`src/rtl/adc_capture_pkg.sv`:
```
// Shared types and default sizing for the ADC capture block.
package adc_capture_pkg;

  localparam int DEPTH_DEF  = 256;
  localparam int DATA_W_DEF = 8;
  localparam int ADDR_W     = $clog2(DEPTH_DEF);

  typedef enum logic [1:0] {
    ST_IDLE    = 2'd0,
    ST_ARM     = 2'd1,
    ST_CAPTURE = 2'd2,
    ST_DONE    = 2'd3
  } state_e;

endpackage

```
`src/rtl/adc_capture_ram.sv`:
```
// Sample buffer: one write port, one registered read port (read-before-write).
module adc_capture_ram #(
  parameter int DEPTH  = 256,
  parameter int DATA_W = 8,
  parameter int AW     = $clog2(DEPTH)
) (
  input  logic              hclk,
  input  logic              hresetn,
  input  logic              we,
  input  logic [AW-1:0]     waddr,
  input  logic [DATA_W-1:0] wdata,
  input  logic [AW-1:0]     raddr,
  output logic [DATA_W-1:0] rdata
);

  logic [DATA_W-1:0] mem [DEPTH];

  always_ff @(posedge hclk) begin
    if (we) mem[waddr] <= wdata;
  end

  always_ff @(posedge hclk or negedge hresetn) begin
    if (!hresetn) rdata <= '0;
    else          rdata <= mem[raddr];
  end

endmodule

```
`src/rtl/adc_capture.sv`:
```
// ADC conversion clock generator, arm/trigger/capture sequencer and sample buffer.
// Level trigger is compiled in only when ADC_CAPTURE_TRIG_EN is defined.
//
// state      | meaning
// ST_IDLE    | waiting for cfg_start, buffer holds last capture
// ST_ARM     | waiting for trigger (or first strobe when trigger not built)
// ST_CAPTURE | storing one sample per strobe until cfg_len+1 stored
// ST_DONE    | capture complete, done held high
module adc_capture
  import adc_capture_pkg::*;
#(
  parameter int DEPTH  = DEPTH_DEF,
  parameter int DATA_W = DATA_W_DEF
) (
  input  logic                       hclk,
  input  logic                       hresetn,
  input  logic [DATA_W-1:0]          adc_data,
  output logic                       adc_clk,
  input  logic [7:0]                 cfg_div,
  input  logic [$clog2(DEPTH)-1:0]   cfg_len,
  input  logic [DATA_W-1:0]          cfg_trig_level,
  input  logic                       cfg_trig_rising,
  input  logic                       cfg_start,
  input  logic                       cfg_abort,
  output logic                       busy,
  output logic                       done,
  output logic [$clog2(DEPTH):0]     wr_count,
  input  logic [$clog2(DEPTH)-1:0]   rd_addr,
  output logic [DATA_W-1:0]          rd_data
);

  localparam int AW = $clog2(DEPTH);

  state_e        state;
  logic [7:0]    div_cnt;
  logic          div_tc;
  logic          strobe;
  logic          fire;
  logic          full;
  logic          ram_we;
  logic [AW-1:0] len_q;
  logic [AW-1:0] ram_waddr;

  // cfg_div is only reloaded at terminal count, so a change never shortens a half-period
  assign div_tc = (div_cnt == 8'd0);
  assign strobe = div_tc && adc_clk;

  always_ff @(posedge hclk or negedge hresetn) begin
    if (!hresetn) begin
      div_cnt <= 8'd0;
      adc_clk <= 1'b0;
    end else if (div_tc) begin
      div_cnt <= cfg_div;
      adc_clk <= ~adc_clk;
    end else begin
      div_cnt <= div_cnt - 8'd1;
    end
  end

`ifdef ADC_CAPTURE_TRIG_EN
  logic [DATA_W-1:0] level_q;
  logic [DATA_W-1:0] prev_q;
  logic              rising_q;
  logic              first_q;
  logic              hit_rise;
  logic              hit_fall;

  assign hit_rise = (prev_q <  level_q) && (adc_data >= level_q);
  assign hit_fall = (prev_q >= level_q) && (adc_data <  level_q);
  // the first strobe after arming only seeds prev_q
  assign fire     = !first_q && (rising_q ? hit_rise : hit_fall);
`else
  logic unused_trig_cfg;
  assign unused_trig_cfg = ^{cfg_trig_level, cfg_trig_rising};
  assign fire            = 1'b1;
`endif

  assign full      = (wr_count == ((AW+1)'(len_q) + (AW+1)'(1)));
  assign ram_we    = strobe && !cfg_abort &&
                     (((state == ST_ARM) && fire) || ((state == ST_CAPTURE) && !full));
  assign ram_waddr = (state == ST_CAPTURE) ? wr_count[AW-1:0] : '0;

  always_ff @(posedge hclk or negedge hresetn) begin
    if (!hresetn) begin
      state    <= ST_IDLE;
      busy     <= 1'b0;
      done     <= 1'b0;
      wr_count <= '0;
      len_q    <= '0;
`ifdef ADC_CAPTURE_TRIG_EN
      level_q  <= '0;
      prev_q   <= '0;
      rising_q <= 1'b0;
      first_q  <= 1'b0;
`endif
    end else if (cfg_abort) begin
      state <= ST_IDLE;
      busy  <= 1'b0;
      done  <= 1'b0;
    end else begin
      case (state)
        ST_IDLE, ST_DONE: begin
          if (cfg_start) begin
            state    <= ST_ARM;
            busy     <= 1'b1;
            done     <= 1'b0;
            wr_count <= '0;
            len_q    <= cfg_len;
`ifdef ADC_CAPTURE_TRIG_EN
            level_q  <= cfg_trig_level;
            rising_q <= cfg_trig_rising;
            first_q  <= 1'b1;
`endif
          end
        end
        ST_ARM: begin
          if (strobe) begin
`ifdef ADC_CAPTURE_TRIG_EN
            prev_q  <= adc_data;
            first_q <= 1'b0;
`endif
            if (fire) begin
              wr_count <= (AW+1)'(1);
              state    <= ST_CAPTURE;
            end
          end
        end
        ST_CAPTURE: begin
          if (full) begin
            state <= ST_DONE;
            busy  <= 1'b0;
            done  <= 1'b1;
          end else if (strobe) begin
            wr_count <= wr_count + (AW+1)'(1);
          end
        end
        default: begin
          state <= ST_IDLE;
          busy  <= 1'b0;
          done  <= 1'b0;
        end
      endcase
    end
  end

  adc_capture_ram #(
    .DEPTH  (DEPTH),
    .DATA_W (DATA_W)
  ) u_ram (
    .hclk    (hclk),
    .hresetn (hresetn),
    .we      (ram_we),
    .waddr   (ram_waddr),
    .wdata   (adc_data),
    .raddr   (rd_addr),
    .rdata   (rd_data)
  );

endmodule

```
`config.mk`:
```
export PLATFORM = sky130hd
export DESIGN_NAME = adc_capture
export DESIGN_NICKNAME = d
export VERILOG_FILES = /design/src/rtl/adc_capture_pkg.sv /design/src/rtl/adc_capture_ram.sv /design/src/rtl/adc_capture.sv
export SDC_FILE = /design/constraint.sdc
export NUM_CORES = 2
export LEC_CHECK = 0
export ABC_AREA = 1
export BUFFER_PORTS_ARGS = -buffer_cell sky130_fd_sc_hd__buf_2
export CAP_MARGIN = 20
export CORE_ASPECT_RATIO = 1.25
export CORE_MARGIN = 10
export CORE_UTILIZATION = 40
export DETAILED_ROUTE_END_ITERATION = 6
export SYNTH_ARGS = -nofsm -noshare
export SYNTH_HDL_FRONTEND = slang
export SYNTH_SLANG_ARGS = --single-unit
```
`constraint.sdc`:
```
create_clock -name hclk -period 5.1 [get_ports hclk]
set_clock_uncertainty 0.1 [all_clocks]
set_input_delay 0.765 -clock hclk [delete_from_list [all_inputs] [get_ports hclk]]
set_output_delay 0.765 -clock hclk [all_outputs]
set_load 0.02 [all_outputs]
```
==> load_flow_metrics.sql <==
INSERT INTO impl_metrics (metric_group, metric, value, unit) VALUES
('outcome', 'status', 'completed', ''),
('layout', 'mostFrequentLayoutCells', 'nand2_1, edfxtp_1, nand3_1', ''),
('critical_path', 'critical_setup_path_class', 'reg2reg', ''),
('min_path', 'worst_hold_path_type', 'in2reg', ''),
('critical_path', 'origin_of_the_worst_setup_path', 'state[0]', ''),
('routing', 'dr.first_iter.drc_count', '5615', ''),
('timing', 'finalCritPeriodShare', '82.9', '%'),
('timing', 'timing.hold.ws', '0.0605', 'ns'),
('routing', 'ant_nets', '0', ''),
('critical_path', 'crit_path_max_incr_delay', '0.94', 'ns'),
('routing', 'detail_route.wirelength', '230000', 'um'),
('timing', 'setup_tns_final', '0', 'ns'),
('timing', 'worstMarginPinSlew', '1.21', 'ns'),
('global_route', 'first_global_vias', '53200', ''),
('global_route', 'antenna_found_initial', '5', ''),
('global_route', 'met3_track_usage_gr', '2.72', '%'),
('logic_synthesis', 'netlist_area', '84800', 'sq um'),
('power', 'vdd.ir_drop.worst', '301', 'uV'),
('clocking', 'post_cts_setup_buffers', '0', ''),
('die', 'coreArea', '211000', 'sq um'),
('clocking', 'holdBufCountCts', '3', ''),
('layout', 'leading_cell_type_in_the_layout_fill_and_taps_excluded', 'nand2_1', ''),
('layout', 'area_growth', '11.1', '%'),
('routing', 'drt-pass1-iter-count', '6', ''),
('timing', 'maxClockFrequency', '236', 'MHz'),
('global_route', 'gr-max-usage-layer', 'met2', ''),
('routing', 'drcViolationCount', '0', ''),
('logic_synthesis', 'synthXorXnorAreaFrac', '0.0826', '%'),
('critical_path', 'worst_path_max_delay_cell', 'nor2_1', ''),
('global_route', 'grt_usage', '19.4', '%'),
('clocking', 'cts_buf_count', '190', ''),
('clocking', 'insertion_delay', '0.85', 'ns'),
('timing', 'slew-limit-headroom', '19.3', '%'),
('layout', 'drive_above_1_share', '6.71', '%'),
('critical_path', 'r2r_cells', '8', ''),
('timing', 'rsz0062_at_grt', 'no', ''),
('logic_synthesis', 'post_synth_inst_count', '7219', ''),
('critical_path', 'timing.critical_path.depth', '8', ''),
('critical_path', 'setup.worst_path.end', 'u_ram.mem[17][0]', ''),
('flow_run', 'max_cap_violations', '0', ''),
('critical_path', 'setup.worst_path.end_class', 'register', ''),
('clocking', 'max-clock-path-buffers', '3', ''),
('timing', 'setup-violations-final', '0', ''),
('placement', 'preCtsSetupSlack', '0.855', 'ns'),
('logic_synthesis', 'ys_seq_area_share', '73.6', '%'),
('logic_synthesis', 'compound_gate_portion_of_the_synthesized_area', '0.198', '%'),
('critical_path', 'regToRegStartpoint', 'state[0]', ''),
('global_route', 'grt_met2_use', '33.0', '%'),
('logic_synthesis', 'ys.warnings.count', '0', ''),
('logic_synthesis', 'yosys-mux-area-fraction', '0.0266', '%'),
('power', 'leakagePower', '32.4', 'nW'),
('timing', 'timing_hold_violations_final', '0', ''),
('clocking', 'post_cts_resize_count', '0', ''),
('global_route', 'first_pass_grt_wire_length', '342000', 'um'),
('critical_path', 'critical_path.reg2reg.endpoint', 'u_ram.mem[17][0]', ''),
('layout', 'n_fill_cell', '18800', ''),
('placement', 'placement.cell_area', '88200', 'sq um'),
('die', 'core.rowCount', '188', ''),
('die', 'die-area', '231000', 'sq um'),
('clocking', 'cts_tree', 'done', ''),
('logic_synthesis', 'ys_ff_latch', '2086', ''),
('critical_path', 'critical_path.max_fanout', '16', ''),
('critical_path', 'path_buf_inv', '2', ''),
('logic_synthesis', 'post_synth.cell_area_avg', '11.7', 'sq um'),
('global_route', 'grt_max_degree', '193', ''),
('placement', 'place.detailed.hpwl', '132000', 'um'),
('logic_synthesis', 'main_combinational_cell_family_by_area_after_synthesis', 'simple AND/OR/NAND/NOR gates', ''),
('logic_synthesis', 'syn_nets', '7269', ''),
('timing', 'worst_slack', '0.871', 'ns'),
('critical_path', 'critical_path_arrival', '4.58', 'ns'),
('global_route', 'gr-usage-met1', '24.4', '%');
kinds of logic after synthesis:
| family | count (synthesis) |
|---|---|
| AO/OA/AOI/OAI | 32 |
| buffers and inverters | 532 |
| adder cells (fa/ha/maj) | 5 |
| flip-flops | 2086 |
| multiplexers | 2 |
| AND/OR/NAND/NOR | 4554 |
| XOR/XNOR | 8 |
routing by layer:
metal / part of all wire [%] / vias to the layer above
li1: - / 25400
met1: 39 / 27000
met2: 50 / 1971
met3: 6.2 / 454
met4: 4.9 / 2
met5: 0.0044 / -
worst min-delay path by stage:
stage                           from          to  slack [ns]  depth (start not counted)
after floorplan           div_cnt[0]  div_cnt[0]        0.34                          1
after global placement          done        done        0.36                          2
after detailed placement        done        done        0.36                          2
after CTS                 cfg_div[5]  div_cnt[5]        0.01                          3
after global routing      cfg_div[2]  div_cnt[2]        0.04                          3
final                     cfg_div[5]  div_cnt[5]        0.06                          3
cell type report:
type,instances,share of cell area (%)
Clock buffer,233,5.34
Antenna cell,3,0.00796
Tap cell,2755,3.66
Timing Repair Buffer,180,1.91
Inverter,42,0.194
Multi-Input combinational cell,4601,21.6
Clock inverter,105,1.06
Sequential cell,2086,66.3
synthesized netlist by cell type:
cell	n	area share, %
a21oi_1	15	0.089
a21oi_2	1	0.010
a22oi_1	1	0.0089
a31oi_1	1	0.0074
buf_1	71	0.31
buf_2	49	0.29
buf_6	1	0.013
buf_8	1	0.018
clkbuf_1	367	1.6
clkbuf_2	1	0.0059
dfrtp_1	38	1.1
edfxtp_1	2048	73
ha_1	5	0.074
inv_1	39	0.17
inv_2	3	0.013
mux2_2	2	0.027
nand2_1	2177	9.6
nand2_2	2	0.015
nand3_1	2037	12
nand4_1	17	0.13
nand4_2	4	0.059
nand4_4	11	0.28
nor2_1	295	1.3
nor2_2	2	0.015
nor2_8	1	0.024
nor3_1	5	0.029
nor3_4	1	0.019
o21ai_0	13	0.077
o21ai_1	1	0.0059
or2_1	1	0.0074
or2_2	1	0.0074
xnor2_1	3	0.031
xor2_1	5	0.052
state kept, by name (all words and copies together) (netlist names):
signal / count
state: 2
adc_clk: 1
u_ram.mem: 2048
done: 1
u_ram.rdata: 8
div_cnt: 8
busy: 1
len_q: 8
wr_count: 9
per-stage QoR:
step,util [%],power (mW)
after floorplan,-,20.7
after global placement,41.9,21.8
after detailed placement,41.9,21.8
after CTS,44.8,35.7
after global routing,44.8,36.6
final,44.8,35.5
power breakdown:
part / internal (mW) / switching, mW / total [mW] / leakage [nW]
Sequential: 18.9 / 0.0886 / 19.0 / 18.9
Combinational: 0.635 / 1.87 / 2.50 / 10.6
Clock: 7.77 / 6.23 / 14.0 / 2.94
Total: 27.3 / 8.19 / 35.5 / 32.4
worst reg2reg max path: stages (launching register included):
cell     delay, ns
dfrtp_1       0.40
inv_1         0.07
ha_1          0.45
inv_1         0.33
nand2_1       0.18
nand2_1       0.14
nor2_8        0.45
nand4_1       0.79
nor2_1        0.94
Power figures use the tool's default switching activity.
